==> src/rtl/riscv_ctrl_fsm.sv <==
// rtl/riscv_ctrl_fsm.sv - multi-cycle RISC-V control FSM; define RISCV_CTRL_TRAP_EN to halt on illegal opcodes
module riscv_ctrl_fsm #(
  parameter logic [31:0] RESET_PC = 32'h0000_0000
) (
  input  logic        clk,
  input  logic        rst_n,
  output logic        imem_req,
  output logic [31:0] imem_addr,
  input  logic        imem_ack,
  input  logic [31:0] imem_rdata,
  output logic [31:0] insn,
  input  logic [6:0]  opcode,
  output logic        alu_en,
  output logic        dmem_req,
  output logic        dmem_we,
  input  logic        dmem_ack,
  output logic        rf_we,
  input  logic [31:0] next_pc,
  output logic [31:0] pc,
  output logic [2:0]  state,
  output logic        trap
);

  localparam logic [31:0] NOP_INSN   = 32'h0000_0013;
  localparam logic [6:0]  OPC_LOAD   = 7'b0000011;
  localparam logic [6:0]  OPC_STORE  = 7'b0100011;
  localparam logic [6:0]  OPC_OP_IMM = 7'b0010011;
  localparam logic [6:0]  OPC_OP     = 7'b0110011;
  localparam logic [6:0]  OPC_LUI    = 7'b0110111;
  localparam logic [6:0]  OPC_AUIPC  = 7'b0010111;
  localparam logic [6:0]  OPC_JAL    = 7'b1101111;
  localparam logic [6:0]  OPC_JALR   = 7'b1100111;
  localparam logic [6:0]  OPC_BRANCH = 7'b1100011;
  localparam logic [6:0]  OPC_SYSTEM = 7'b1110011;

  typedef enum logic [2:0] {
    S_FETCH   = 3'd0,
    S_DECODE  = 3'd1,
    S_EXECUTE = 3'd2,
    S_MEM     = 3'd3,
    S_WB      = 3'd4,
    S_TRAP    = 3'd5
  } state_t;

  state_t      r_state;
  logic [31:0] r_pc;
  logic [31:0] r_insn;
  logic        r_imem_req;
  logic        r_dmem_req;
  logic        r_dmem_we;
  logic        r_alu_en;
  logic        r_rf_we;
  logic        r_is_load;
  logic        r_is_store;
  logic        r_writes;

  logic        w_is_load;
  logic        w_is_store;
  logic        w_writes;
  logic        w_legal;

  // Classify the decoder's opcode into memory direction, writeback and legality
  always_comb begin
    w_is_load  = 1'b0;
    w_is_store = 1'b0;
    w_writes   = 1'b0;
    w_legal    = 1'b1;
    case (opcode)
      OPC_LOAD: begin
        w_is_load = 1'b1;
        w_writes  = 1'b1;
      end
      OPC_STORE: w_is_store = 1'b1;
      OPC_OP_IMM, OPC_OP, OPC_LUI, OPC_AUIPC, OPC_JAL, OPC_JALR: w_writes = 1'b1;
      OPC_BRANCH, OPC_SYSTEM: w_writes = 1'b0;
      default: w_legal = 1'b0;
    endcase
  end

`ifdef RISCV_CTRL_TRAP_EN
  logic r_trap;
  assign trap = r_trap;
`else
  assign trap = 1'b0;
`endif

  // Sequencer: every strobe is registered and changes only on state transitions
  always_ff @(posedge clk or negedge rst_n) begin
    if (!rst_n) begin
      r_state    <= S_FETCH;
      r_pc       <= RESET_PC;
      r_insn     <= NOP_INSN;
      r_imem_req <= 1'b0;
      r_dmem_req <= 1'b0;
      r_dmem_we  <= 1'b0;
      r_alu_en   <= 1'b0;
      r_rf_we    <= 1'b0;
      r_is_load  <= 1'b0;
      r_is_store <= 1'b0;
      r_writes   <= 1'b0;
`ifdef RISCV_CTRL_TRAP_EN
      r_trap     <= 1'b0;
`endif
    end else begin
      case (r_state)
        S_FETCH: begin
          // an ack only counts once our own request is visible, so stale acks are dropped
          if (r_imem_req && imem_ack) begin
            r_insn     <= imem_rdata;
            r_imem_req <= 1'b0;
            r_state    <= S_DECODE;
          end else begin
            r_imem_req <= 1'b1;
          end
        end
        S_DECODE: begin
          // illegal opcodes decode as a plain NOP: no memory access, no writeback
          r_is_load  <= w_legal & w_is_load;
          r_is_store <= w_legal & w_is_store;
          r_writes   <= w_legal & w_writes;
`ifdef RISCV_CTRL_TRAP_EN
          if (!w_legal) begin
            r_state <= S_TRAP;
            r_trap  <= 1'b1;
          end else begin
            r_state  <= S_EXECUTE;
            r_alu_en <= 1'b1;
          end
`else
          r_state  <= S_EXECUTE;
          r_alu_en <= 1'b1;
`endif
        end
        S_EXECUTE: begin
          r_alu_en <= 1'b0;
          if (r_is_load || r_is_store) begin
            r_state    <= S_MEM;
            r_dmem_req <= 1'b1;
            r_dmem_we  <= r_is_store;
          end else begin
            r_state <= S_WB;
            r_rf_we <= r_writes;
          end
        end
        S_MEM: begin
          if (dmem_ack) begin
            r_dmem_req <= 1'b0;
            r_dmem_we  <= 1'b0;
            r_rf_we    <= r_writes;
            r_state    <= S_WB;
          end
        end
        S_WB: begin
          r_rf_we    <= 1'b0;
          r_pc       <= next_pc;
          r_imem_req <= 1'b1;
          r_state    <= S_FETCH;
        end
`ifdef RISCV_CTRL_TRAP_EN
        S_TRAP: begin
          r_imem_req <= 1'b0;
          r_dmem_req <= 1'b0;
          r_dmem_we  <= 1'b0;
          r_alu_en   <= 1'b0;
          r_rf_we    <= 1'b0;
        end
`endif
        default: begin
          r_imem_req <= 1'b0;
          r_dmem_req <= 1'b0;
          r_dmem_we  <= 1'b0;
          r_alu_en   <= 1'b0;
          r_rf_we    <= 1'b0;
          r_state    <= S_FETCH;
        end
      endcase
    end
  end

  assign imem_req  = r_imem_req;
  assign imem_addr = r_pc;
  assign insn      = r_insn;
  assign alu_en    = r_alu_en;
  assign dmem_req  = r_dmem_req;
  assign dmem_we   = r_dmem_we;
  assign rf_we     = r_rf_we;
  assign pc        = r_pc;
  assign state     = r_state;

endmodule

==> config.mk <==
export PLATFORM = sky130hd
export DESIGN_NAME = riscv_ctrl_fsm
export DESIGN_NICKNAME = d
export VERILOG_FILES = /design/src/rtl/riscv_ctrl_fsm.sv
export SDC_FILE = /design/constraint.sdc
export NUM_CORES = 1
export LEC_CHECK = 0
export ABC_AREA = 1
export CAP_MARGIN = 20
export CORE_UTILIZATION = 35
export CTS_BUF_LIST = sky130_fd_sc_hd__clkbuf_16
export DETAILED_ROUTE_END_ITERATION = 7
export PLACE_DENSITY = 0.78
export SLEW_MARGIN = 15
export SYNTH_ARGS = -nofsm -noshare
export SYNTH_HDL_FRONTEND = slang
export SYNTH_SLANG_ARGS = --single-unit
==> constraint.sdc <==
create_clock -name clk -period 1.2 [get_ports clk]
set_input_delay 0.24 -clock clk [delete_from_list [all_inputs] [get_ports clk]]
set_output_delay 0.24 -clock clk [all_outputs]
set_load 0.005 [all_outputs]
* After elaboration in Yosys (flattened, before gate mapping)
Cells that the tools add are included.
W data, S select, Z words.
** Storage, ports and cells
- Register bits after elaboration :: 75
- Word-level logic and storage cells :: 66
** Operators by class
- Equal/unequal tests :: 18
- Mux-type cells :: 19
- Bitwise operators :: 5
- Reductions and logical operators :: 13
** Operator list (number)
- $eq A7 B7 Y1 const B :: 4
- $eq A7 B6 Y1 const B :: 3
- $eq A7 B5 Y1 const B :: 2
- $pmux W1 S3 :: 4
- $pmux W3 S4 :: 1
- $mux W1 :: 10
- $reduce_or A10 Y1 :: 1
- $mux W3 :: 3
- $reduce_or A3 Y1 :: 3
- $ne A2 B2 Y1 const B :: 4
- $eq A7 B2 Y1 const B :: 1
- $reduce_or A7 Y1 :: 1
- $eq A3 B2 Y1 const B :: 2
- $reduce_and A3 Y1 :: 2
- $reduce_and A2 Y1 :: 2
- $and A1 B1 Y1 :: 3
- $eq A3 B1 Y1 const B :: 1
- $eq A3 B3 Y1 const B :: 1
- $logic_not A3 Y1 :: 1
- $not A1 Y1 :: 2
- $pmux W1 S2 :: 1
- $reduce_or A2 Y1 :: 1
- $logic_and A1 B1 Y1 :: 1
- $logic_or A1 B1 Y1 :: 1

* Logic depth before layout (Yosys ltp)
- Depth in word-level cells :: 4
- Mapped depth :: 8
- Mapped depth without buffers :: 7

* Worst setup path before layout
OpenSTA, ideal clock, no wires.
- Path kind :: register to register
- Start point :: register r_state[0] (netlist: state[0])
- End point :: register r_pc[10] (netlist: imem_addr[10])
- Arrival time :: 1164 ps
- Slack :: -89 ps
- Cell stages (with the launch flop) :: 5
- Buffers on the path :: 1
- Cells stage by stage :: dfrtp_1 > nor2_2 > nand2_2 > buf_6 > mux2_4
** On the way
- Longest elaborated chain between the ends :: 1
** Ends and longest elaborated chain
- from (decl) :: line 45 : state_t r_state;
- from (signal assigned) :: line 90 : r_state <= S_FETCH;
- from (signal assigned) :: line 111 : r_state <= S_DECODE;
- from (signal assigned) :: line 130 : r_state <= S_EXECUTE;
- $eq A3 B3 Y1 :: line 105 : case (r_state)
- to (signal assigned) :: line 155 : r_pc <= next_pc;
- to (decl) :: line 46 : logic [31:0] r_pc;
Every way passes these cells.
A chain may end at the register's enable or synchronous reset.

* Final worst setup path
- Start point :: register r_state[1] (netlist: state[1])
- End point :: register r_pc[5] (netlist: imem_addr[5])
The elaborated chain is that of the path after synthesis.

==> report_table.html <==
<table>
<tr><th>Metric</th><th>Value</th></tr>
<tr><th colspan="2">Final layout</th></tr>
<tr><td>Area Overhead vs Synth</td><td>80.6%</td></tr>
<tr><td>Final standard cell count with taps included and fillers excluded</td><td>653</td></tr>
<tr><td>Post-layout net count</td><td>612</td></tr>
<tr><td>Layout cells sized above 1</td><td>39.3%</td></tr>
<tr><td>Antenna Cells</td><td>0</td></tr>
<tr><td>Number of fill cells in the layout</td><td>735</td></tr>
<tr><th colspan="2">Clock network</th></tr>
<tr><td>Clock latency of the later-clocked register in the worst-skew pair</td><td>0.33 ns</td></tr>
<tr><td>CTS Root Buffer Type</td><td>clkbuf_16</td></tr>
<tr><td>Bufs on Longest Clock Path</td><td>2</td></tr>
<tr><td>Maximum level of the CTS H-tree</td><td>3</td></tr>
<tr><td>Sink Count</td><td>75</td></tr>
<tr><td>CTS tree</td><td>done</td></tr>
<tr><td>Clock-pin transition on the worst setup and hold timing paths</td><td>0.07 ns</td></tr>
<tr><td>TritonCTS buffer count</td><td>9</td></tr>
<tr><th colspan="2">Floorplanning</th></tr>
<tr><td>Die boundary height</td><td>99.2 µm</td></tr>
<tr><td>Core region area</td><td>9200 µm²</td></tr>
<tr><td>Initial Utilization</td><td>36.0%</td></tr>
<tr><td>I/O Pins</td><td>180</td></tr>
<tr><td>Row Count</td><td>35</td></tr>
<tr><td>Width of the die</td><td>about 99 µm</td></tr>
<tr><td>Die Area</td><td>9850 µm²</td></tr>
<tr><th colspan="2">Detailed routing</th></tr>
<tr><td>Total via count in the routed design</td><td>2975</td></tr>
<tr><td>Drt first-iter violations</td><td>86</td></tr>
<tr><td>Post-detailed-routing wire length</td><td>9720 µm</td></tr>
<tr><td>Average wire per cell in the routed design</td><td>about 15 µm</td></tr>
<tr><td>Detailed Routing Iterations Pass 1</td><td>4</td></tr>
<tr><td>Remaining DRCs</td><td>0</td></tr>
<tr><td>Vias per std cell</td><td>4.56</td></tr>
<tr><td>ANT nets after route</td><td>0</td></tr>
<tr><th colspan="2">Global route</th></tr>
<tr><td>Total global-route track usage</td><td>19.2%</td></tr>
<tr><td>Pin count of the biggest net entering global routing</td><td>33</td></tr>
<tr><td>Via count of the first global-routing pass</td><td>2958</td></tr>
<tr><td>Global-route wire length before repair</td><td>14800 µm</td></tr>
<tr><td>Initial antenna violation count</td><td>0</td></tr>
<tr><td>Total overflow reported by the global router</td><td>0</td></tr>
<tr><th colspan="2">STA</th></tr>
<tr><td>Hold Vio Cnt, Final</td><td>0</td></tr>
<tr><td>Setup-failing EPs final</td><td>78</td></tr>
<tr><td>Worst Hold Margin</td><td>0.338 ns</td></tr>
<tr><td>Tcrit/Tclk final</td><td>123%</td></tr>
<tr><td>Final max-slew violation count</td><td>0</td></tr>
<tr><td>Post-layout minimum cycle time</td><td>1.48 ns</td></tr>
<tr><td>Clock skew</td><td>about 0.0085 ns</td></tr>
<tr><td>RSZ-0062 raised after global routing</td><td>true</td></tr>
<tr><td>Setup WS post-layout</td><td>-0.276 ns</td></tr>
<tr><td>Maximum operating frequency</td><td>~0.68 GHz</td></tr>
<tr><th colspan="2">Worst setup path</th></tr>
<tr><td>Critical path start-end classification</td><td>flop to flop</td></tr>
<tr><td>Maximum fanout encountered on the critical timing path</td><td>8</td></tr>
<tr><td>Sort of element at the start of the critical path</td><td>flop</td></tr>
<tr><td>Arrival time at the worst endpoint</td><td>approximately 1.7 ns</td></tr>
<tr><td>Required time of the worst setup path</td><td>1.42 ns</td></tr>
<tr><td>Crit end category</td><td>flop</td></tr>
<tr><th colspan="2">Worst hold path</th></tr>
<tr><td>Hold Path Class</td><td>primary input to asynchronous set/reset pin</td></tr>
<tr><th colspan="2">Status</th></tr>
<tr><td>Failing checks</td><td>setup timing</td></tr>
<tr><td>Status</td><td>complete, but fails checks</td></tr>
<tr><th colspan="2">Power and ir drop</th></tr>
<tr><td>Power density normalized to cell area</td><td>approximately 2500 nW/µm²</td></tr>
<tr><td>Worst ir drop on vdd</td><td>1.14 mV</td></tr>
<tr><td>Total Power Consumption</td><td>15.1 mW</td></tr>
<tr><td>LEAKAGE</td><td>~3.0 nW</td></tr>
<tr><th colspan="2">Logic synthesis</th></tr>
<tr><td>Unique cell type count in the Yosys netlist</td><td>24</td></tr>
<tr><td>Mean post-synth cell area</td><td>10.3 µm²</td></tr>
<tr><td>Seq cells post-synth</td><td>75</td></tr>
<tr><td>Proportion of synthesized chip area in sequential cells</td><td>~57%</td></tr>
<tr><td>Post-synthesis instance area</td><td>3310 µm²</td></tr>
<tr><td>Cell count after synthesis</td><td>322</td></tr>
<tr><td>Yosys Warn Count</td><td>0</td></tr>
<tr><td>Net count of the mapped netlist</td><td>a little under 400</td></tr>
<tr><th colspan="2">Run</th></tr>
<tr><td>MaxCap Viol Count</td><td>0</td></tr>
<tr><th colspan="2">Placed design</th></tr>
<tr><td>DPL Wire Length</td><td>5900 µm</td></tr>
<tr><td>Gpl congestion</td><td>~0.77</td></tr>
<tr><td>Placed cell count</td><td>586</td></tr>
<tr><td>Port Buffer Count</td><td>approximately 180</td></tr>
</table>
## area by class of cell
class | count | area, µm² | share of cell area, %
Multi-Input combinational cell | 193 | 1180 | 19.8
Clock buffer | 9 | 225 | 3.77
Timing Repair Buffer | 246 | 2400 | 40.2
Sequential cell | 75 | 1880 | 31.5
Clock inverter | 7 | 93.8 | 1.57
Inverter | 12 | 50.0 | 0.838
Tap cell | 111 | 139 | 2.32
## where the power goes
group	total [mW]	internal [mW]	switching, mW
Combinational	7.64	4.76	2.88
Clock	2.87	1.82	1.05
Sequential	4.55	3.73	0.814
Total	15.1	10.3	4.75
## synthesized netlist by cell type (all sizes together)
cell | count | share of area [%]
mux2 | 32 | 12
buf | 42 | 10
nand2 | 126 | 14
dfstp | 3 | 2.4
nor2 | 13 | 1.8
nor3 | 3 | 0.45
o21bai | 1 | 0.23
a21oi | 2 | 0.30
nand3b | 1 | 0.23
dfrtp | 72 | 54
nand3 | 8 | 1.4
conb | 1 | 0.11
nand4 | 2 | 0.38
o21ai | 4 | 0.60
inv | 12 | 1.4
## critical path: stages (launching register included)
cell,delay [ns]
dfrtp_1,0.39
buf_4,0.14
buf_6,0.12
nor2_4,0.13
nand2_4,0.11
clkbuf_16,0.18
mux2_4,0.29
## layer usage
metal | up-vias | global-route usage, % | routed length [µm]
li1 | 1415 | - | -
met1 | 1402 | 23.4 | 3980
met2 | 142 | 33.4 | 4950
met3 | 16 | 4.22 | 610
met4 | 0 | 7.13 | 177
met5 | - | 0 | 0
## metrics by stage
step	worst slack [ns]	util (%)	instance area (µm²)	setup TNS (ns)
floorplan	-0.0498	-	3320	-1.22
global placement	-0.179	55.3	5090	-8.27
detailed placement	-0.244	55.3	5090	-11.12
CTS	-0.199	64.1	5900	-12.75
global route	-0.323	65.0	5980	-21.49
finish	-0.276	65.0	5980	-16.02
## repair_timing
action / CTS / global route
hold buffers: 1 / 0
pin swaps: 2 / 15
setup endpoints to repair: 176 / 130
endpoints found under the hold margin: 16 / 0
cloned: 4 / 3
buffers inserted: 36 / 9
resized for setup: 297 / 80
## logic make-up after synthesis
family	Yosys count	synth area share (%)
buf+inv	54	11.3
simple gates	153	18.6
mux	32	12.0
other cells	1	0.113
flops	75	56.8
compound gates	7	1.13
## worst paths after layout
kind / startpoint / endpoint / slack [ns] / depth (start not counted)
max: state[1]$_DFFE_PN0P_ / imem_addr[5]$_DFFE_PN0P_ / -0.28 / 6
min: rst_n / insn[12]$_DFFE_PN0P_ / 0.34 / 2
max reg2reg: state[1]$_DFFE_PN0P_ / imem_addr[5]$_DFFE_PN0P_ / -0.28 / 6
min reg2reg: insn[1]$_DFFE_PN1P_ / insn[1]$_DFFE_PN1P_ / 0.47 / 2
max in group asynchronous: rst_n / state[0]$_DFFE_PN0P_ / 0.39 / 3
min in group clk: imem_rdata[1] / insn[1]$_DFFE_PN1P_ / 0.43 / 3
## cells in the final DEF, fill, tap and decap left out, drive strengths merged, types with 4 or more instances in the layout
cell / synthesis / layout
o21ai: 4 / 4
clkdlybuf4s50: 0 / 73
inv: 12 / 13
dfrtp: 72 / 72
clkdlybuf4s15: 0 / 46
clkbuf: 0 / 46
buf: 42 / 89
mux2: 32 / 32
nand3: 8 / 8
nand2: 126 / 126
nor2: 13 / 13
Power figures use the tool's default switching activity.
